===== config.mk =====
export PLATFORM = sky130hd
export DESIGN_NAME = tft_spi_tx_flat
export DESIGN_NICKNAME = d
export VERILOG_FILES = /design/src/rtl/tft_pkg.sv /design/src/rtl/tft_spi_tx_if.sv /design/src/rtl/tft_spi_clkgen.sv /design/src/rtl/tft_spi_tx.sv /design/src/flat_wrapper.sv
export SDC_FILE = /design/constraint.sdc
export NUM_CORES = 1
export LEC_CHECK = 0
export ABC_CLOCK_PERIOD_IN_PS = 2200
export BUFFER_PORTS_ARGS = -buffer_cell sky130_fd_sc_hd__clkbuf_2
export CORE_MARGIN = 5
export CORE_UTILIZATION = 52
export CTS_CLUSTER_DIAMETER = 100
export CTS_CLUSTER_SIZE = 8
export DETAILED_ROUTE_END_ITERATION = 8
export PLACE_DENSITY = 0.78
export SLEW_MARGIN = 10
export SYNTH_ARGS = -nofsm -noshare
export SYNTH_HDL_FRONTEND = slang
export SYNTH_SLANG_ARGS = --single-unit

===== constraint.sdc =====
create_clock -name clk -period 2.2 [get_ports clk]
set_input_delay 0.22 -clock clk [delete_from_list [all_inputs] [get_ports clk]]
set_output_delay 0.22 -clock clk [all_outputs]
set_load 0.03 [all_outputs]

===== src/rtl/tft_pkg.sv =====
// Shared TFT definitions: D/C encodings, panel command bytes and SPI FSM state encoding.
package tft_pkg;

    localparam logic       TFT_DC_CMD  = 1'b0;
    localparam logic       TFT_DC_DATA = 1'b1;

    localparam logic [7:0] TFT_CASET   = 8'h2A;
    localparam logic [7:0] TFT_PASET   = 8'h2B;
    localparam logic [7:0] TFT_RAMWR   = 8'h2C;

    typedef enum logic [1:0] {
        StIdle,
        StShift,
        StGap
    } tft_spi_state_t;

endpackage


===== src/rtl/tft_spi_tx_if.sv =====
// Drawer-to-transmitter byte handshake: {dc,data} offered with transmit, held off by busy.
interface tft_spi_tx_if;

    logic       transmit;
    logic       dc;
    logic [7:0] data;
    logic       busy;

    modport master (output transmit, output dc, output data, input busy);
    modport slave  (input transmit, input dc, input data, output busy);

endinterface


===== src/rtl/tft_spi_clkgen.sv =====
// SCK divider: one-cycle rise/fall strobes every CLK_DIV enabled cycles, alternating rise first.
module tft_spi_clkgen #(
    parameter int unsigned CLK_DIV = 2
) (
    input  logic clk,
    input  logic rst_n,
    input  logic en,
    input  logic clr,
    output logic rise,
    output logic fall
);

    localparam int unsigned   CntW    = $clog2(CLK_DIV + 1);
    localparam logic [CntW-1:0] CntLast = CntW'(CLK_DIV - 1);

    logic [CntW-1:0] cnt_q, cnt_d;
    logic            phase_q, phase_d;
    logic            tick;

    always_comb begin
        tick    = en && (cnt_q == CntLast);
        cnt_d   = cnt_q;
        phase_d = phase_q;
        if (clr) begin
            cnt_d   = '0;
            phase_d = 1'b0;
        end else if (en) begin
            if (tick) begin
                cnt_d   = '0;
                phase_d = ~phase_q;
            end else begin
                cnt_d = cnt_q + CntW'(1);
            end
        end
        rise = tick & ~phase_q;
        fall = tick & phase_q;
    end

    always_ff @(posedge clk or negedge rst_n) begin
        if (!rst_n) begin
            cnt_q   <= '0;
            phase_q <= 1'b0;
        end else begin
            cnt_q   <= cnt_d;
            phase_q <= phase_d;
        end
    end

endmodule


===== src/rtl/tft_spi_tx.sv =====
// Byte-level SPI mode-0 transmitter for the TFT panel, MSB first, with CS and D/C pins.
// Optional one-entry holding register in front of the shifter: TFT_SPI_TX_PREFETCH_EN.
module tft_spi_tx
    import tft_pkg::*;
#(
    parameter int unsigned CLK_DIV = 2,
    parameter int unsigned CS_GAP  = 1
) (
    input  logic        clk,
    input  logic        rst_n,
    tft_spi_tx_if.slave drw,
    output logic        spi_sck,
    output logic        spi_mosi,
    output logic        spi_cs_n,
    output logic        spi_dc
);

    localparam int unsigned     GapW    = $clog2(CS_GAP + 1);
    localparam logic [GapW-1:0] GapLast = GapW'(CS_GAP - 1);

    tft_spi_state_t  state_q, state_d;
    logic [2:0]      bit_cnt_q, bit_cnt_d;
    logic [6:0]      shreg_q, shreg_d;
    logic [GapW-1:0] gap_cnt_q, gap_cnt_d;
    logic            sck_q, sck_d;
    logic            mosi_q, mosi_d;
    logic            cs_n_q, cs_n_d;
    logic            dc_q, dc_d;

    logic            load;
    logic [7:0]      ld_data;
    logic            ld_dc;
    logic            sck_rise, sck_fall;

`ifdef TFT_SPI_TX_PREFETCH_EN
    logic       hold_valid_q, hold_valid_d;
    logic [7:0] hold_data_q, hold_data_d;
    logic       hold_dc_q, hold_dc_d;
    logic       accept;
    logic       shifter_free;

    // Shifter can take a byte while idle or in the last gap cycle, so no idle cycle between bytes.
    always_comb begin
        accept       = drw.transmit && !hold_valid_q;
        shifter_free = (state_q == StIdle) || ((state_q == StGap) && (gap_cnt_q == GapLast));
        load         = shifter_free && (hold_valid_q || accept);
        ld_data      = hold_valid_q ? hold_data_q : drw.data;
        ld_dc        = hold_valid_q ? hold_dc_q : drw.dc;
        hold_valid_d = hold_valid_q ? !load : (accept && !load);
        hold_data_d  = accept ? drw.data : hold_data_q;
        hold_dc_d    = accept ? drw.dc : hold_dc_q;
    end

    always_ff @(posedge clk or negedge rst_n) begin
        if (!rst_n) begin
            hold_valid_q <= 1'b0;
            hold_data_q  <= '0;
            hold_dc_q    <= 1'b0;
        end else begin
            hold_valid_q <= hold_valid_d;
            hold_data_q  <= hold_data_d;
            hold_dc_q    <= hold_dc_d;
        end
    end

    assign drw.busy = hold_valid_q;
`else
    always_comb begin
        load    = drw.transmit && (state_q == StIdle);
        ld_data = drw.data;
        ld_dc   = drw.dc;
    end

    assign drw.busy = (state_q != StIdle);
`endif

    tft_spi_clkgen #(
        .CLK_DIV (CLK_DIV)
    ) u_clkgen (
        .clk   (clk),
        .rst_n (rst_n),
        .en    (state_q == StShift),
        .clr   (load),
        .rise  (sck_rise),
        .fall  (sck_fall)
    );

    always_comb begin
        state_d   = state_q;
        bit_cnt_d = bit_cnt_q;
        shreg_d   = shreg_q;
        gap_cnt_d = gap_cnt_q;
        sck_d     = sck_q;
        mosi_d    = mosi_q;
        cs_n_d    = cs_n_q;
        dc_d      = dc_q;

        case (state_q)
            StIdle: ;
            StShift: begin
                if (sck_rise) sck_d = 1'b1;
                if (sck_fall) begin
                    sck_d = 1'b0;
                    if (bit_cnt_q == 3'd7) begin
                        state_d   = StGap;
                        bit_cnt_d = 3'd0;
                        gap_cnt_d = '0;
                        cs_n_d    = 1'b1;
                        mosi_d    = 1'b0;
                    end else begin
                        bit_cnt_d = bit_cnt_q + 3'd1;
                        mosi_d    = shreg_q[6];
                        shreg_d   = {shreg_q[5:0], 1'b0};
                    end
                end
            end
            StGap: begin
                if (gap_cnt_q == GapLast) state_d = StIdle;
                else                      gap_cnt_d = gap_cnt_q + GapW'(1);
            end
            default: state_d = StIdle;
        endcase

        // A load only happens from idle or the final gap cycle, so it overrides the case above.
        if (load) begin
            state_d   = StShift;
            bit_cnt_d = 3'd0;
            shreg_d   = ld_data[6:0];
            mosi_d    = ld_data[7];
            sck_d     = 1'b0;
            cs_n_d    = 1'b0;
            dc_d      = ld_dc;
        end
    end

    always_ff @(posedge clk or negedge rst_n) begin
        if (!rst_n) begin
            state_q   <= StIdle;
            bit_cnt_q <= '0;
            shreg_q   <= '0;
            gap_cnt_q <= '0;
            sck_q     <= 1'b0;
            mosi_q    <= 1'b0;
            cs_n_q    <= 1'b1;
            dc_q      <= 1'b0;
        end else begin
            state_q   <= state_d;
            bit_cnt_q <= bit_cnt_d;
            shreg_q   <= shreg_d;
            gap_cnt_q <= gap_cnt_d;
            sck_q     <= sck_d;
            mosi_q    <= mosi_d;
            cs_n_q    <= cs_n_d;
            dc_q      <= dc_d;
        end
    end

    assign spi_sck  = sck_q;
    assign spi_mosi = mosi_q;
    assign spi_cs_n = cs_n_q;
    assign spi_dc   = dc_q;

endmodule

===== src/flat_wrapper.sv =====
// flat-port wrapper written by rule: the top's interface ports become plain ports
module tft_spi_tx_flat import tft_pkg::*;
#(
    parameter int unsigned CLK_DIV = 2,
    parameter int unsigned CS_GAP  = 1
)
  (clk, rst_n, spi_sck, spi_mosi, spi_cs_n, spi_dc, drw_transmit, drw_dc, drw_data, drw_busy);
  tft_spi_tx_if drw_i ();
  input  logic clk;
  input  logic rst_n;
  output logic spi_sck;
  output logic spi_mosi;
  output logic spi_cs_n;
  output logic spi_dc;
  input wire logic [$bits(drw_i.transmit)-1:0] drw_transmit;
  input wire logic [$bits(drw_i.dc)-1:0] drw_dc;
  input wire logic [$bits(drw_i.data)-1:0] drw_data;
  output wire logic [$bits(drw_i.busy)-1:0] drw_busy;
  assign drw_i.transmit = drw_transmit;
  assign drw_i.dc = drw_dc;
  assign drw_i.data = drw_data;
  assign drw_busy = drw_i.busy;
  tft_spi_tx #(.CLK_DIV(CLK_DIV), .CS_GAP(CS_GAP)) u_core (.clk(clk), .rst_n(rst_n), .drw(drw_i), .spi_sck(spi_sck), .spi_mosi(spi_mosi), .spi_cs_n(spi_cs_n), .spi_dc(spi_dc));
endmodule

## Word-level counts from Yosys, hierarchy flattened

Cells that the tools add are included.

- Add/subtract/negate cells: 3
- Multipliers: 0
- Div/mod/pow operators: 0
- Order comparisons: 0
- Equality and inequality tests: 11
- Shift operators: 0
- Muxes and demuxes: 35
- Bitwise gates (word level): 3
- Reductions and logical operators: 17

Operators by type and width:

| cell | number |
|---|---|
| 7-bit two-way mux | 4 |
| 1-bit two-way mux | 18 |
| 2-bit two-way mux | 7 |
| 3-bit two-way mux | 4 |
| 2-bit nonzero test | 6 |
| 3-bit AND reduction | 3 |
| 2-bit by 1-bit != test with 1-bit output (second input constant) | 4 |
| 3-bit by 1-bit != test with 1-bit output (second input constant) | 2 |
| 2-bit one-hot mux with 3 select lines | 1 |
| 2-bit AND reduction | 3 |
| 2-bit by 1-bit equality test with 1-bit output (second input constant) | 2 |
| 4-bit AND reduction | 1 |
| 3-bit by 1-bit adder with 3-bit output (second input constant) | 1 |
| 3-bit equality test (second input constant) | 1 |
| 3-bit != test (second input constant) | 1 |
| 3-bit nonzero test | 1 |
| 2-bit by 1-bit adder with 2-bit output (second input constant) | 1 |
| 1-bit bitwise AND | 2 |
| 2-bit equality test (second input constant) | 1 |
| 1-bit logical AND | 2 |
| 2-bit logical NOT | 1 |
| 1-bit one-hot mux with 2 select lines | 1 |
| 1-bit adder (second input constant) | 1 |
| 1-bit NOT | 1 |

- Flip-flop bits (word level): 20
- Bits in latches: 0
- RAM bits: 0
- Bits in read-only memories: 0
- Input bits: 12
- Memories kept: 0

## Logic depth before layout (Yosys ltp)

- Depth in word-level cells: 7
- Mapped depth: 6
- Gate-level depth less buffers: 5

## By module

From an unflattened synthesis, not the netlist that was laid out.

- Cell total of the unflattened synthesis: 75
- Area total of the unflattened synthesis: 919.6 um^2

Modules (own cells, without submodules):

| module | instances | cells an instance | area an instance (um^2) | sequential area each (um^2) |
|---|---|---|---|---|
| tft_spi_tx | 1 | 61 | 777.0 | 401.6 |
| tft_spi_clkgen | 1 | 14 | 142.6 | 75.1 |

## Worst setup path after synthesis

Ideal clock, no wire load.

- Path type: reg-to-reg
- Start: reg u_core.bit_cnt_q[0]
- End: reg u_core.shreg_q[1]
- Arrival: 1.490 ns
- Data required time: 2.134 ns
- Path slack: 0.644 ns
- Cell stages (with the launch flop): 5
- Period minus slack after synthesis: 1.556 ns
- Path through: dfrtp_1 > ha_1 > ha_1 > o31ai_1 > o22a_1

- Cells in the longest elaborated chain, start to end: 3

Ends and longest elaborated chain:

| item | line | source |
|---|---|---|
| start: declaration | tft_spi_tx.sv:22 | `logic [2:0] bit_cnt_q, bit_cnt_d;` |
| start signal: assignment | tft_spi_tx.sv:148 | `bit_cnt_q <= bit_cnt_d;` |
| 3-bit equality test | tft_spi_tx.sv:104 | `if (bit_cnt_q == 3'd7) begin` |
| 2-bit by 1-bit != test with 1-bit output (no source line) | -- |  |
| 3-bit AND reduction (no source line) | -- |  |
| end signal: assignment | tft_spi_tx.sv:149 | `shreg_q <= shreg_d;` |
| end: declaration | tft_spi_tx.sv:23 | `logic [6:0] shreg_q, shreg_d;` |

No other way between the ends.
A chain may end at the register's enable or synchronous reset.

## Worst setup path in the final report

- Start: reg u_core.state_q[0]
- End: reg u_core.mosi_q (netlist: u_core.spi_mosi)

- Cells in the longest elaborated chain, start to end: 5
- Elaborated cells between the ends (all ways): 9
- Those cells by class: 1 x eq/ne; 1 x mux; 1 x bitwise; 6 x reduce/logical

Ends and longest elaborated chain:

| item | line | source |
|---|---|---|
| start: declaration | tft_spi_tx.sv:21 | `tft_spi_state_t state_q, state_d;` |
| start signal: assignment | tft_spi_tx.sv:138 | `state_q <= StIdle;` |
| start signal: assignment | tft_spi_tx.sv:147 | `state_q <= state_d;` |
| 2-bit by 1-bit equality test with 1-bit output | tft_spi_tx.sv:82, tft_spi_tx.sv:98 |  |
| 1-bit logical AND | tft_spi_clkgen.sv:21 | `tick = en && (cnt_q == CntLast);` |
| 1-bit bitwise AND | tft_spi_clkgen.sv:36 | `fall = tick & phase_q;` |
| 2-bit nonzero test (no source line) | -- |  |
| 2-bit AND reduction (no source line) | -- |  |
| end signal: assignment | tft_spi_tx.sv:152 | `mosi_q <= mosi_d;` |
| end: declaration | tft_spi_tx.sv:26 | `logic mosi_q, mosi_d;` |

Several ways; a longest one is shown, not always the timed one.

==> flow_metrics.tcl <==
set metrics [dict create \
    grt_max_degree 20 \
    max_stage_delay_ps 600 \
    synth.distinct_cells 32 \
    fin_skew_ps 4.911 \
    post-cts-setup-buffers 0 \
    critPathKind "reg2reg" \
    grt_overflow 0 \
    finalCriticalPeriod_ps 1660 \
    syn_nets 94 \
    hold_viol_final 0 \
    relSlewSlack_pct 69.57 \
    dr.pass1.iters 4 \
    p_int_mw 0.9060 \
    coreArea_sq_um 1708 \
    powerDensity_nw_per_um2 1388 \
    worstMarginPinSlew_ps 456.5 \
    pin_count 17 \
    worstHoldPathType "in2reg" \
    ys_seq_elements 19 \
    grt_antenna_before_repair 0 \
    port-buffer-count 16 \
    outcome "finished, final reports clean" \
    p_switching_mw 0.5527 \
    drv_slew 0 \
    dp_hpwl_microns 1270 \
    r2r_slack_ps 540 \
    cts_resized 0 \
    placementRows 15 \
    vias 686 \
    max_cap_viol_count 0 \
    r2r_end "u_core.spi_mosi" \
    synth.avg_cell_area_sq_um 11.50 \
    setup_violations 0 \
    cts.sinks 19 \
    critical_path_arrival_ps 1840 \
    grt_pass1_vias 683 \
    startpoint_type "flip-flop" \
    cp-end-kind "flip-flop" \
    cts_tree "yes" \
    irDropWorstVdd_uv 758.3 \
    hold_slack_ps 140.9 \
    fin_crit_sh_pct 75.44 \
    ant_nets 0 \
    cp_data_required_time_ps 2380 \
    worstSkewPairLatency_ps 290 \
    nets 113 \
    rsz0062_at_grt "false" \
    dp_slack_ps 553.1 \
    p_leak_nw 0.5051 \
    chipHeight_microns 52.06 \
    h-tree-depth 1 \
    start_util_pct 53.85 \
    layout-drive-gt1-share_pct 26.53 \
    path_clk_slew_ps 100 \
    path_cells "or3b_1 > o211a_1 > a221o_1" \
    worst_path_max_delay_cell "or3b_1" \
    tns_ps 0 \
    endpoint "u_core.spi_mosi" \
    drt-total-wl_microns 1666 \
    cts-root-buf "clkbuf_4" \
    gp_routability_congestion 0.7077 \
    worstSetupStartpoint "u_core.state_q[0]" \
    rr_worst_depth 3 \
    clkPwrFrac_pct 11.5 \
    reg2reg_from "u_core.state_q[0]" \
    drtIter0Drc 10 \
    grt_first_pass_wirelength_microns 2884 \
    area_growth_pct 14.29 \
    via_per_inst 5.577 \
    synth-seq-area-share_pct 51.84 \
    diodes 0 \
    seq_power_share_pct 41.8 \
    crit_fanout 14 \
    clock_path_buffers 2 \
    timing.final.ws_setup_ps 540.3 \
    fmax_mhz 602.5 \
    die_w_microns 52.06 \
    synth_cells 80 \
    grt_use_total_pct 14.47 \
    ys_warn_count 0 \
    swShare_pct 37.89 \
    pwr-share-comb_pct 46.7 \
    synth_area_sq_um 919.6 \
    drc 0 \
    postCtsHoldBufs 1 \
    cts_inserted_buffers 3 \
    die_area_sq_um 2710 \
    wl_per_cell_microns 13.54 \
]
==> flip-flops by register name, summed over array words and instances (netlist names) <==
name / flops
u_core.state_q: 2
u_core.spi_dc: 1
u_core.shreg_q: 7
u_core.bit_cnt_q: 3
u_core.u_clkgen.cnt_q: 2
u_core.spi_sck: 1
u_core.u_clkgen.phase_q: 1
u_core.spi_cs_n: 1
u_core.spi_mosi: 1
==> synth_stat cells (all sizes together) <==
cell,number,area (sq um)
or2,1,6.260
clkbuf,2,7.510
o22a,6,52.55
nor4b,1,8.760
or4,1,7.510
nor3,2,10.01
ha,2,25.02
or3b,1,8.760
a22o,2,17.52
o21bai,1,7.510
dfstp,1,26.28
nor2,3,11.26
mux2i,2,20.02
o21a,1,7.510
dfrtp,18,450.4
mux2,1,11.26
nand2b,3,18.77
o211a,1,10.01
or2b,1,7.510
nand2,7,26.28
o31ai,1,7.510
o32a,6,60.06
nor2b,1,6.260
a21oi,1,5.000
o21ai,2,10.01
buf,4,32.53
o2bb2ai,1,8.760
a21o,3,22.52
inv,2,7.510
a221o,1,10.01
nand4b,1,8.760
==> kinds of logic (layout without fill, tap and decap cells) <==
logic type / count (synthesis) / after routing / synth area share (%)
buffers and inverters: 8 / 26 / 5.171
AOI/OAI and AO/OA: 26 / 26 / 23.81
and+or+nand+nor: 22 / 22 / 13.06
DFF: 19 / 19 / 51.84
adders and majority gates: 2 / 2 / 2.721
muxes: 3 / 3 / 3.401
==> cell type report <==
cell class / instances / area [sq um]
Tap cell: 25 / 31.28
Timing Repair Buffer: 20 / 112.6
Clock buffer: 3 / 22.52
Fill cell: 141 / 656.9
Clock inverter: 1 / 5.005
Multi-Input combinational cell: 53 / 395.4
Sequential cell: 19 / 476.7
Inverter: 2 / 7.507
==> power groups by stage <==
stage          clock [mW]  combinational, mW  sequential, mW
2_1_floorplan           0              0.477           0.663
3_3_place_gp            0              0.674           0.612
3_5_place_dp            0              0.689           0.619
4_1_cts             0.173              0.692           0.610
5_1_grt             0.195              0.760           0.631
6_report            0.168              0.681           0.610
==> worst min path at each step <==
stage	startpoint	end	cells past startpoint
6_report	drw_data[0]	u_core.shreg_q[0]	2
5_1_grt	drw_data[7]	u_core.spi_mosi	2
4_1_cts	drw_data[0]	u_core.shreg_q[0]	2
3_5_place_dp	rst_n	u_core.spi_sck	1
3_3_place_gp	rst_n	u_core.spi_sck	1
2_1_floorplan	rst_n	u_core.bit_cnt_q[0]	0
==> layer usage <==
| metal | routed length [microns] | share of wire, % | GRT usage [%] | up-vias |
|---|---|---|---|---|
| met5 | 0 | 0 | 0 | - |
| met4 | 17 | 1.0 | 5.240 | 0 |
| met3 | 63 | 3.8 | 3.438 | 2 |
| met2 | 854 | 51 | 24.06 | 13 |
| met1 | 730 | 44 | 18.10 | 339 |
| li1 | - | - | - | 332 |
==> critical path, delay by kind of cell, from the launching register on <==
kind | cells | cell delay [ps]
flops | 1 | 480
compound gates | 2 | 470
simple gates | 1 | 600
==> through the flow <==
step	util (%)	instance area [sq um]	cells	power, mW
3_3_place_gp	59.34	1013	118	1.286
5_1_grt	61.54	1051	123	1.586
2_1_floorplan	-	919.6	80	1.140
4_1_cts	61.54	1051	123	1.475
3_5_place_dp	59.34	1013	118	1.308
6_report	61.54	1051	123	1.459
==> layout by cell type (no fill, tap or decap), drive strengths merged <==
cell type,instances
clkbuf,19
dfrtp,18
nand2,7
o32a,6
o22a,6
nor2,3
nand2b,3
a21o,3
buf,3
inv,2
nor3,2
o21ai,2
mux2i,2
a22o,2
ha,2
or2,1
nand4b,1
o21bai,1
or2b,1
or3b,1
o211a,1
a221o,1
nor4b,1
mux2,1
o2bb2ai,1
o31ai,1
o21a,1
a21oi,1
nor2b,1
or4,1
clkinv,1
dlygate4sd3,1
dfstp,1
Note: power is estimated with default switching activity, not from simulation.
